<file path="src/rtl/ldst_qid_alloc_if.sv">
// Dispatch/retire handshake between alloc and the LDQ/STQ ID allocator.
// LDST_QID_OCC_EN adds the occupancy outputs to the bundle.
package ldst_qid_pkg;
  typedef struct packed {
    logic valid;
  } t_nuke_pkt;
endpackage

interface ldst_qid_alloc_if #(
  parameter int LDQ_DEPTH = 16,
  parameter int STQ_DEPTH = 16
);
  localparam int LDQ_IDW = $clog2(LDQ_DEPTH) + 1;
  localparam int STQ_IDW = $clog2(STQ_DEPTH) + 1;

  ldst_qid_pkg::t_nuke_pkt nuke_rb1;
  logic               disp_valid_rs0;
  logic               disp_is_ld_rs0;
  logic               disp_is_st_rs0;
  logic               ldq_retire;
  logic               stq_retire;
  logic               stq_drain;
  logic [LDQ_IDW-1:0] ldqid_alloc_rs0;
  logic [STQ_IDW-1:0] stqid_alloc_rs0;
  logic               ldq_stall_rs0;
  logic               stq_stall_rs0;
`ifdef LDST_QID_OCC_EN
  logic [LDQ_IDW-1:0] ldq_occ;
  logic [STQ_IDW-1:0] stq_occ;
  logic [STQ_IDW-1:0] stq_senior_cnt;

  modport master (
    output nuke_rb1, disp_valid_rs0, disp_is_ld_rs0, disp_is_st_rs0,
           ldq_retire, stq_retire, stq_drain,
    input  ldqid_alloc_rs0, stqid_alloc_rs0, ldq_stall_rs0, stq_stall_rs0,
           ldq_occ, stq_occ, stq_senior_cnt
  );
  modport slave (
    input  nuke_rb1, disp_valid_rs0, disp_is_ld_rs0, disp_is_st_rs0,
           ldq_retire, stq_retire, stq_drain,
    output ldqid_alloc_rs0, stqid_alloc_rs0, ldq_stall_rs0, stq_stall_rs0,
           ldq_occ, stq_occ, stq_senior_cnt
  );
`else
  modport master (
    output nuke_rb1, disp_valid_rs0, disp_is_ld_rs0, disp_is_st_rs0,
           ldq_retire, stq_retire, stq_drain,
    input  ldqid_alloc_rs0, stqid_alloc_rs0, ldq_stall_rs0, stq_stall_rs0
  );
  modport slave (
    input  nuke_rb1, disp_valid_rs0, disp_is_ld_rs0, disp_is_st_rs0,
           ldq_retire, stq_retire, stq_drain,
    output ldqid_alloc_rs0, stqid_alloc_rs0, ldq_stall_rs0, stq_stall_rs0
  );
`endif
endinterface

</file>
<file path="src/rtl/ldst_qid_alloc.sv">
// LDQ/STQ entry-ID allocator at the rs0 dispatch boundary.
// IDs carry an MSB wrap bit; STQ keeps head (drain), cmt (retire) and tail.
// Optional: LDST_QID_OCC_EN adds registered occupancy and senior-store count.
module ldst_qid_alloc #(
  parameter int LDQ_DEPTH = 16,
  parameter int STQ_DEPTH = 16
) (
  input  logic             clk,
  input  logic             reset,
  ldst_qid_alloc_if.slave  bus
);
  localparam int LDQ_IDW = $clog2(LDQ_DEPTH) + 1;
  localparam int STQ_IDW = $clog2(STQ_DEPTH) + 1;

  logic [LDQ_IDW-1:0] ldq_head, ldq_tail;
  logic [STQ_IDW-1:0] stq_head, stq_cmt, stq_tail;

  logic [LDQ_IDW-1:0] ldq_cnt, ldq_free, ldq_head_nxt, ldq_tail_nxt;
  logic [STQ_IDW-1:0] stq_cnt, stq_free, stq_head_nxt, stq_cmt_nxt, stq_tail_nxt;
  logic ldq_alloc, stq_alloc, ldq_full, stq_full, nuke;
  logic ldq_alloc_ok, stq_alloc_ok, ldq_ret_ok, stq_ret_ok, stq_drn_ok;

  // Occupancy, legality gating and next-pointer computation
  always_comb begin
    nuke      = bus.nuke_rb1.valid;
    ldq_alloc = bus.disp_valid_rs0 & bus.disp_is_ld_rs0;
    stq_alloc = bus.disp_valid_rs0 & bus.disp_is_st_rs0;
    ldq_cnt   = ldq_tail - ldq_head;
    stq_cnt   = stq_tail - stq_head;
    ldq_full  = (ldq_cnt == LDQ_IDW'(LDQ_DEPTH));
    stq_full  = (stq_cnt == STQ_IDW'(STQ_DEPTH));
    ldq_free  = LDQ_IDW'(LDQ_DEPTH) - ldq_cnt;
    stq_free  = STQ_IDW'(STQ_DEPTH) - stq_cnt;

    // Illegal requests leave the pointers untouched
    ldq_alloc_ok = ldq_alloc & ~ldq_full & ~nuke;
    stq_alloc_ok = stq_alloc & ~stq_full & ~nuke;
    ldq_ret_ok   = bus.ldq_retire & (ldq_cnt != '0);
    stq_ret_ok   = bus.stq_retire & (stq_cmt != stq_tail);
    stq_drn_ok   = bus.stq_drain & (stq_head != stq_cmt);

    ldq_head_nxt = ldq_head + LDQ_IDW'(ldq_ret_ok);
    stq_cmt_nxt  = stq_cmt + STQ_IDW'(stq_ret_ok);
    stq_head_nxt = stq_head + STQ_IDW'(stq_drn_ok);
    // Nuke squashes everything younger than the retire point (post-retire)
    ldq_tail_nxt = nuke ? ldq_head_nxt : ldq_tail + LDQ_IDW'(ldq_alloc_ok);
    stq_tail_nxt = nuke ? stq_cmt_nxt  : stq_tail + STQ_IDW'(stq_alloc_ok);
  end

  // Pointer state
  always_ff @(posedge clk) begin
    if (reset) begin
      ldq_head <= '0;
      ldq_tail <= '0;
      stq_head <= '0;
      stq_cmt  <= '0;
      stq_tail <= '0;
    end else begin
      ldq_head <= ldq_head_nxt;
      ldq_tail <= ldq_tail_nxt;
      stq_head <= stq_head_nxt;
      stq_cmt  <= stq_cmt_nxt;
      stq_tail <= stq_tail_nxt;
    end
  end

  // ID is the current tail; stall reserves a slot for the uop already in flight
  // ra0->rs0 and ignores same-cycle frees.
  always_comb begin
    bus.ldqid_alloc_rs0 = ldq_tail;
    bus.stqid_alloc_rs0 = stq_tail;
    bus.ldq_stall_rs0   = (ldq_free <= LDQ_IDW'(ldq_alloc));
    bus.stq_stall_rs0   = (stq_free <= STQ_IDW'(stq_alloc));
  end

`ifdef LDST_QID_OCC_EN
  // Occupancy reported one cycle late
  always_ff @(posedge clk) begin
    if (reset) begin
      bus.ldq_occ <= '0;
      bus.stq_occ <= '0;
    end else begin
      bus.ldq_occ <= ldq_cnt;
      bus.stq_occ <= stq_cnt;
    end
  end

  // Retired stores still waiting to drain
  always_comb bus.stq_senior_cnt = stq_cmt - stq_head;
`endif

  a_ld_st_excl: assert property (@(posedge clk) disable iff (reset)
    !(bus.disp_valid_rs0 & bus.disp_is_ld_rs0 & bus.disp_is_st_rs0));
  a_ldq_ovf: assert property (@(posedge clk) disable iff (reset) !(ldq_alloc & ldq_full & ~nuke));
  a_stq_ovf: assert property (@(posedge clk) disable iff (reset) !(stq_alloc & stq_full & ~nuke));
  a_ldq_unf: assert property (@(posedge clk) disable iff (reset) !(bus.ldq_retire & (ldq_cnt == '0)));
  a_stq_ret: assert property (@(posedge clk) disable iff (reset) !(bus.stq_retire & (stq_cmt == stq_tail)));
  a_stq_drn: assert property (@(posedge clk) disable iff (reset) !(bus.stq_drain & (stq_head == stq_cmt)));
  a_stq_ord: assert property (@(posedge clk) disable iff (reset)
    ((stq_cmt - stq_head) <= stq_cnt) && (stq_cnt <= STQ_IDW'(STQ_DEPTH)));

endmodule

</file>
<file path="src/flat_wrapper.sv">
// flat-port wrapper written by rule: the top's interface ports become plain ports
module ldst_qid_alloc_flat 
#(
  parameter int LDQ_DEPTH = 16,
  parameter int STQ_DEPTH = 16
)
  (clk, reset, bus_nuke_rb1, bus_disp_valid_rs0, bus_disp_is_ld_rs0, bus_disp_is_st_rs0, bus_ldq_retire, bus_stq_retire, bus_stq_drain, bus_ldqid_alloc_rs0, bus_stqid_alloc_rs0, bus_ldq_stall_rs0, bus_stq_stall_rs0);
  ldst_qid_alloc_if #(.LDQ_DEPTH(LDQ_DEPTH), .STQ_DEPTH(STQ_DEPTH)) bus_i ();
  input  logic clk;
  input  logic reset;
  input wire logic [$bits(bus_i.nuke_rb1)-1:0] bus_nuke_rb1;
  input wire logic [$bits(bus_i.disp_valid_rs0)-1:0] bus_disp_valid_rs0;
  input wire logic [$bits(bus_i.disp_is_ld_rs0)-1:0] bus_disp_is_ld_rs0;
  input wire logic [$bits(bus_i.disp_is_st_rs0)-1:0] bus_disp_is_st_rs0;
  input wire logic [$bits(bus_i.ldq_retire)-1:0] bus_ldq_retire;
  input wire logic [$bits(bus_i.stq_retire)-1:0] bus_stq_retire;
  input wire logic [$bits(bus_i.stq_drain)-1:0] bus_stq_drain;
  output wire logic [$bits(bus_i.ldqid_alloc_rs0)-1:0] bus_ldqid_alloc_rs0;
  output wire logic [$bits(bus_i.stqid_alloc_rs0)-1:0] bus_stqid_alloc_rs0;
  output wire logic [$bits(bus_i.ldq_stall_rs0)-1:0] bus_ldq_stall_rs0;
  output wire logic [$bits(bus_i.stq_stall_rs0)-1:0] bus_stq_stall_rs0;
  assign bus_i.nuke_rb1 = bus_nuke_rb1;
  assign bus_i.disp_valid_rs0 = bus_disp_valid_rs0;
  assign bus_i.disp_is_ld_rs0 = bus_disp_is_ld_rs0;
  assign bus_i.disp_is_st_rs0 = bus_disp_is_st_rs0;
  assign bus_i.ldq_retire = bus_ldq_retire;
  assign bus_i.stq_retire = bus_stq_retire;
  assign bus_i.stq_drain = bus_stq_drain;
  assign bus_ldqid_alloc_rs0 = bus_i.ldqid_alloc_rs0;
  assign bus_stqid_alloc_rs0 = bus_i.stqid_alloc_rs0;
  assign bus_ldq_stall_rs0 = bus_i.ldq_stall_rs0;
  assign bus_stq_stall_rs0 = bus_i.stq_stall_rs0;
  ldst_qid_alloc #(.LDQ_DEPTH(LDQ_DEPTH), .STQ_DEPTH(STQ_DEPTH)) u_core (.clk(clk), .reset(reset), .bus(bus_i));
endmodule
</file>
<file path="config.mk">
export PLATFORM = sky130hd
export DESIGN_NAME = ldst_qid_alloc_flat
export DESIGN_NICKNAME = d
export VERILOG_FILES = /design/src/rtl/ldst_qid_alloc_if.sv /design/src/rtl/ldst_qid_alloc.sv /design/src/flat_wrapper.sv
export SDC_FILE = /design/constraint.sdc
export NUM_CORES = 1
export LEC_CHECK = 0
export CORE_ASPECT_RATIO = 1.25
export CORE_MARGIN = 2
export CORE_UTILIZATION = 50
export DETAILED_ROUTE_END_ITERATION = 10
export DONT_BUFFER_PORTS = 1
export GPL_TIMING_DRIVEN = 1
export SLEW_MARGIN = 10
export SYNTH_ARGS = -nofsm -noshare
export SYNTH_HDL_FRONTEND = slang
export SYNTH_SLANG_ARGS = --single-unit
</file>
<file path="constraint.sdc">
create_clock -name clk -period 3.4 [get_ports clk]
set_input_delay 0.34 -clock clk [delete_from_list [all_inputs] [get_ports clk]]
set_output_delay 0.34 -clock clk [all_outputs]
set_load 0.03 [all_outputs]
</file>
==> impl_metrics.py <==
metrics = {
    "critical_path": {
        "crit_top_cell": "ha_1",
        "cp-end-kind": "primary output",
        "path_buf_inv": 1,
        "cp_top_family": "simple AND/OR/NAND/NOR gates",
        "slowest_stage": "o21ai_0",
        "crit_type": "register to primary output",
        "startpoint_type": "register",
        "slowest_delay_ns": 0.44,
        "crit_chain": "inv_1, ha_1, and3b_1, o21ai_0, a21oi_2, ha_1, nor2_1, nor4b_2, nand3_1, nand3_4",
        "worstPathRequired_ns": 3.06,
        "cp_max_fo": 4,
        "critPathArrivalTime_ns": 2.90,
    },
    "synth": {
        "ys_ff_latch": 25,
        "synth-edff-count": 0,
        "synthesis.nets": 220,
        "synth_top_area_frac": 0.292,
        "synthDistinctLibCells": 34,
        "yosysWarnings": 0,
        "netlist_area_um2": 1720,
        "yosysTopAreaCell": "dfxtp_1",
        "ys_seq_area_frac": 0.292,
        "synth_top_flop_cell": "dfxtp_1",
        "synthArstFlopShare": 0,
        "synth_area_leaders": "dfxtp_1 (29%), ha_1 (18%), xnor2_1 (10%)",
        "postSynthAreaPerCell_um2": 9.32,
        "synthCells": 184,
    },
    "place": {
        "place_ws_ns": 0.362,
        "dpl.hpwl_um": 2840,
        "port_buffers": 0,
        "place.gp.congestion": 0.822,
    },
    "clocking": {
        "cts.clk_slew.worst_paths_ns": 0.09,
        "cts_sinks": 25,
        "cts-buffers-inserted": 3,
        "htreeDepth": 1,
        "clock_tree.buffer_depth": 2,
        "cts-root-buf": "clkbuf_8",
        "cts_hold_buffers": 0,
        "clk_latency_ns": 0.27,
        "cts_tree": "yes",
    },
    "pwr": {
        "power_density_nw_per_um2": 666,
        "vdd_drop_max_mv": 0.429,
        "power_leakage_uw": 0.000850,
    },
    "route": {
        "routed-via-count": 1271,
        "wl_per_cell_um": 15.2,
        "viasPerCell": 5.57,
        "first_iter_violations": 29,
        "firstDrtPassIters": 3,
        "drc": 0,
        "ant_nets": 0,
        "totalWireLength_um": 3460,
    },
    "timing": {
        "slew_violations": 0,
        "finClkSkew_ns": 0.00446,
        "setup_viol": 0,
        "hold_viol": 0,
        "hold_slack_ns": 0.133,
        "setup_ws_ns": 0.160,
        "min_period_ns": 3.24,
        "max_freq_ghz": 0.309,
        "period_share": 0.953,
        "timing.slew.headroom": 0.653,
        "tightest_slew_ns": 0.515,
    },
    "global_route": {
        "antenna_found_initial": 0,
        "grt_pass1_vias": 1370,
        "overflow": 0,
        "grt_max_degree": 22,
        "grt_usage": 0.187,
        "grt_pass1_wl_um": 5920,
    },
    "run_status": {
        "status": "finished, final reports clean",
    },
    "final_layout": {
        "antenna_cells": 0,
        "nNetsFinal": 228,
        "area_growth_pct": 9.34,
        "fillers": 294,
        "drive_above_1_share": 0.110,
    },
    "die": {
        "core-area_um2": 3250,
        "fp.dieH_um": 69.5,
        "initial_core_util": 0.528,
        "die_w_um": 56.4,
        "num_io_pins": 21,
        "rows": 23,
        "dieArea_um2": 3920,
    },
    "hold_path": {
        "worstHoldPathType": "input pin to register",
    },
    "flow_run": {
        "drv_cap": 0,
    },
}
## cells by family after synthesis
family,synth area share
buf+inv,0.0401
flops,0.292
simple gates,0.177
mux,0.0233
fa+ha+maj,0.206
xor+xnor,0.158
compound gates,0.104
## power by group
part	internal (uW)	leakage, uW	total [uW]	switching [uW]
Clock	83.0	0.0000217	178	94.6
Combinational	323	0.000625	708	385
Sequential	329	0.000204	364	35.1
## layout by cell type, fill, tap and decap left out, drive strengths merged, types with 3 or more instances in the layout
cell type and count:
nor2 18, a21oi 4, ha 25, dfxtp 25, buf 8, clkbuf 3, o22a 5, inv 13
mux2i 4, nor2b 7, nand3 16, xor2 11, xnor2 20, a21o 3
## final timing paths
check                                              startpoint                            end  slack, ns  cells after the start
worst max-delay path                       u_core.ldq_head[2]              bus_ldq_stall_rs0       0.16                     10
worst min-delay path                                    reset              u_core.stq_cmt[1]       0.13                      1
worst max register to register  u_core.bus.ldqid_alloc_rs0[0]  u_core.bus.ldqid_alloc_rs0[4]       0.45                     16
worst min register to register             u_core.ldq_head[4]             u_core.ldq_head[4]       0.59                      2
## flip-flops by register name, indices dropped and copies added, names as in the netlist
register                    count
u_core.stq_cmt                  5
u_core.bus.ldqid_alloc_rs0      5
u_core.bus.stqid_alloc_rs0      5
u_core.ldq_head                 5
u_core.stq_head                 5
## through the flow
step                      setup TNS [ns]  instance area [um^2]  power, uW  cells  utilization
final                                  0                  1880       1250    228        0.577
after CTS                              0                  1850       1230    228        0.569
after detailed placement               0                  1800       1050    224        0.554
after floorplan                        0                  1720        911    184            -
after global placement                 0                  1800       1010    224        0.554
after global routing             -0.0624                  1880       1360    228        0.577
## synthesized netlist by cell type, drive strengths merged (2+ instances only)
| cell | count |
|---|---|
| xor2 | 11 |
| mux2i | 4 |
| ha | 25 |
| and2 | 2 |
| dfxtp | 25 |
| inv | 13 |
| and3b | 2 |
| nand3b | 2 |
| nand3 | 16 |
| o22a | 5 |
| a211oi | 2 |
| a21o | 3 |
| a21boi | 2 |
| o31a | 2 |
| xnor2 | 20 |
| a21oi | 4 |
| nor2 | 18 |
| fa | 2 |
| nor3b | 2 |
| nand2 | 2 |
| clkbuf | 4 |
| nor2b | 7 |
## repair_timing
action,4_1_cts,5_1_grt
resized for setup,0,5
endpoints found under the setup margin,0,1
setup buffers,0,0
## cell type report
| type | count | area [um^2] | share of cell area |
|---|---|---|---|
| Inverter | 13 | 48.8 | 0.0260 |
| Timing Repair Buffer | 8 | 60.1 | 0.0320 |
| Multi-Input combinational cell | 141 | 1170 | 0.624 |
| Sequential cell | 25 | 500 | 0.267 |
| Clock buffer | 3 | 41.3 | 0.0220 |
| Tap cell | 37 | 46.3 | 0.0247 |
| Clock inverter | 1 | 7.51 | 0.00400 |
## metal layers
metal / global-route usage / share of wire / vias to the layer above
met5: 0 / 0 / -
met4: 0.0661 / 0.015 / 0
met3: 0.0336 / 0.031 / 6
met2: 0.373 / 0.56 / 16
met1: 0.185 / 0.39 / 603
li1: - / - / 646
(Power assumes the default switching activity.)
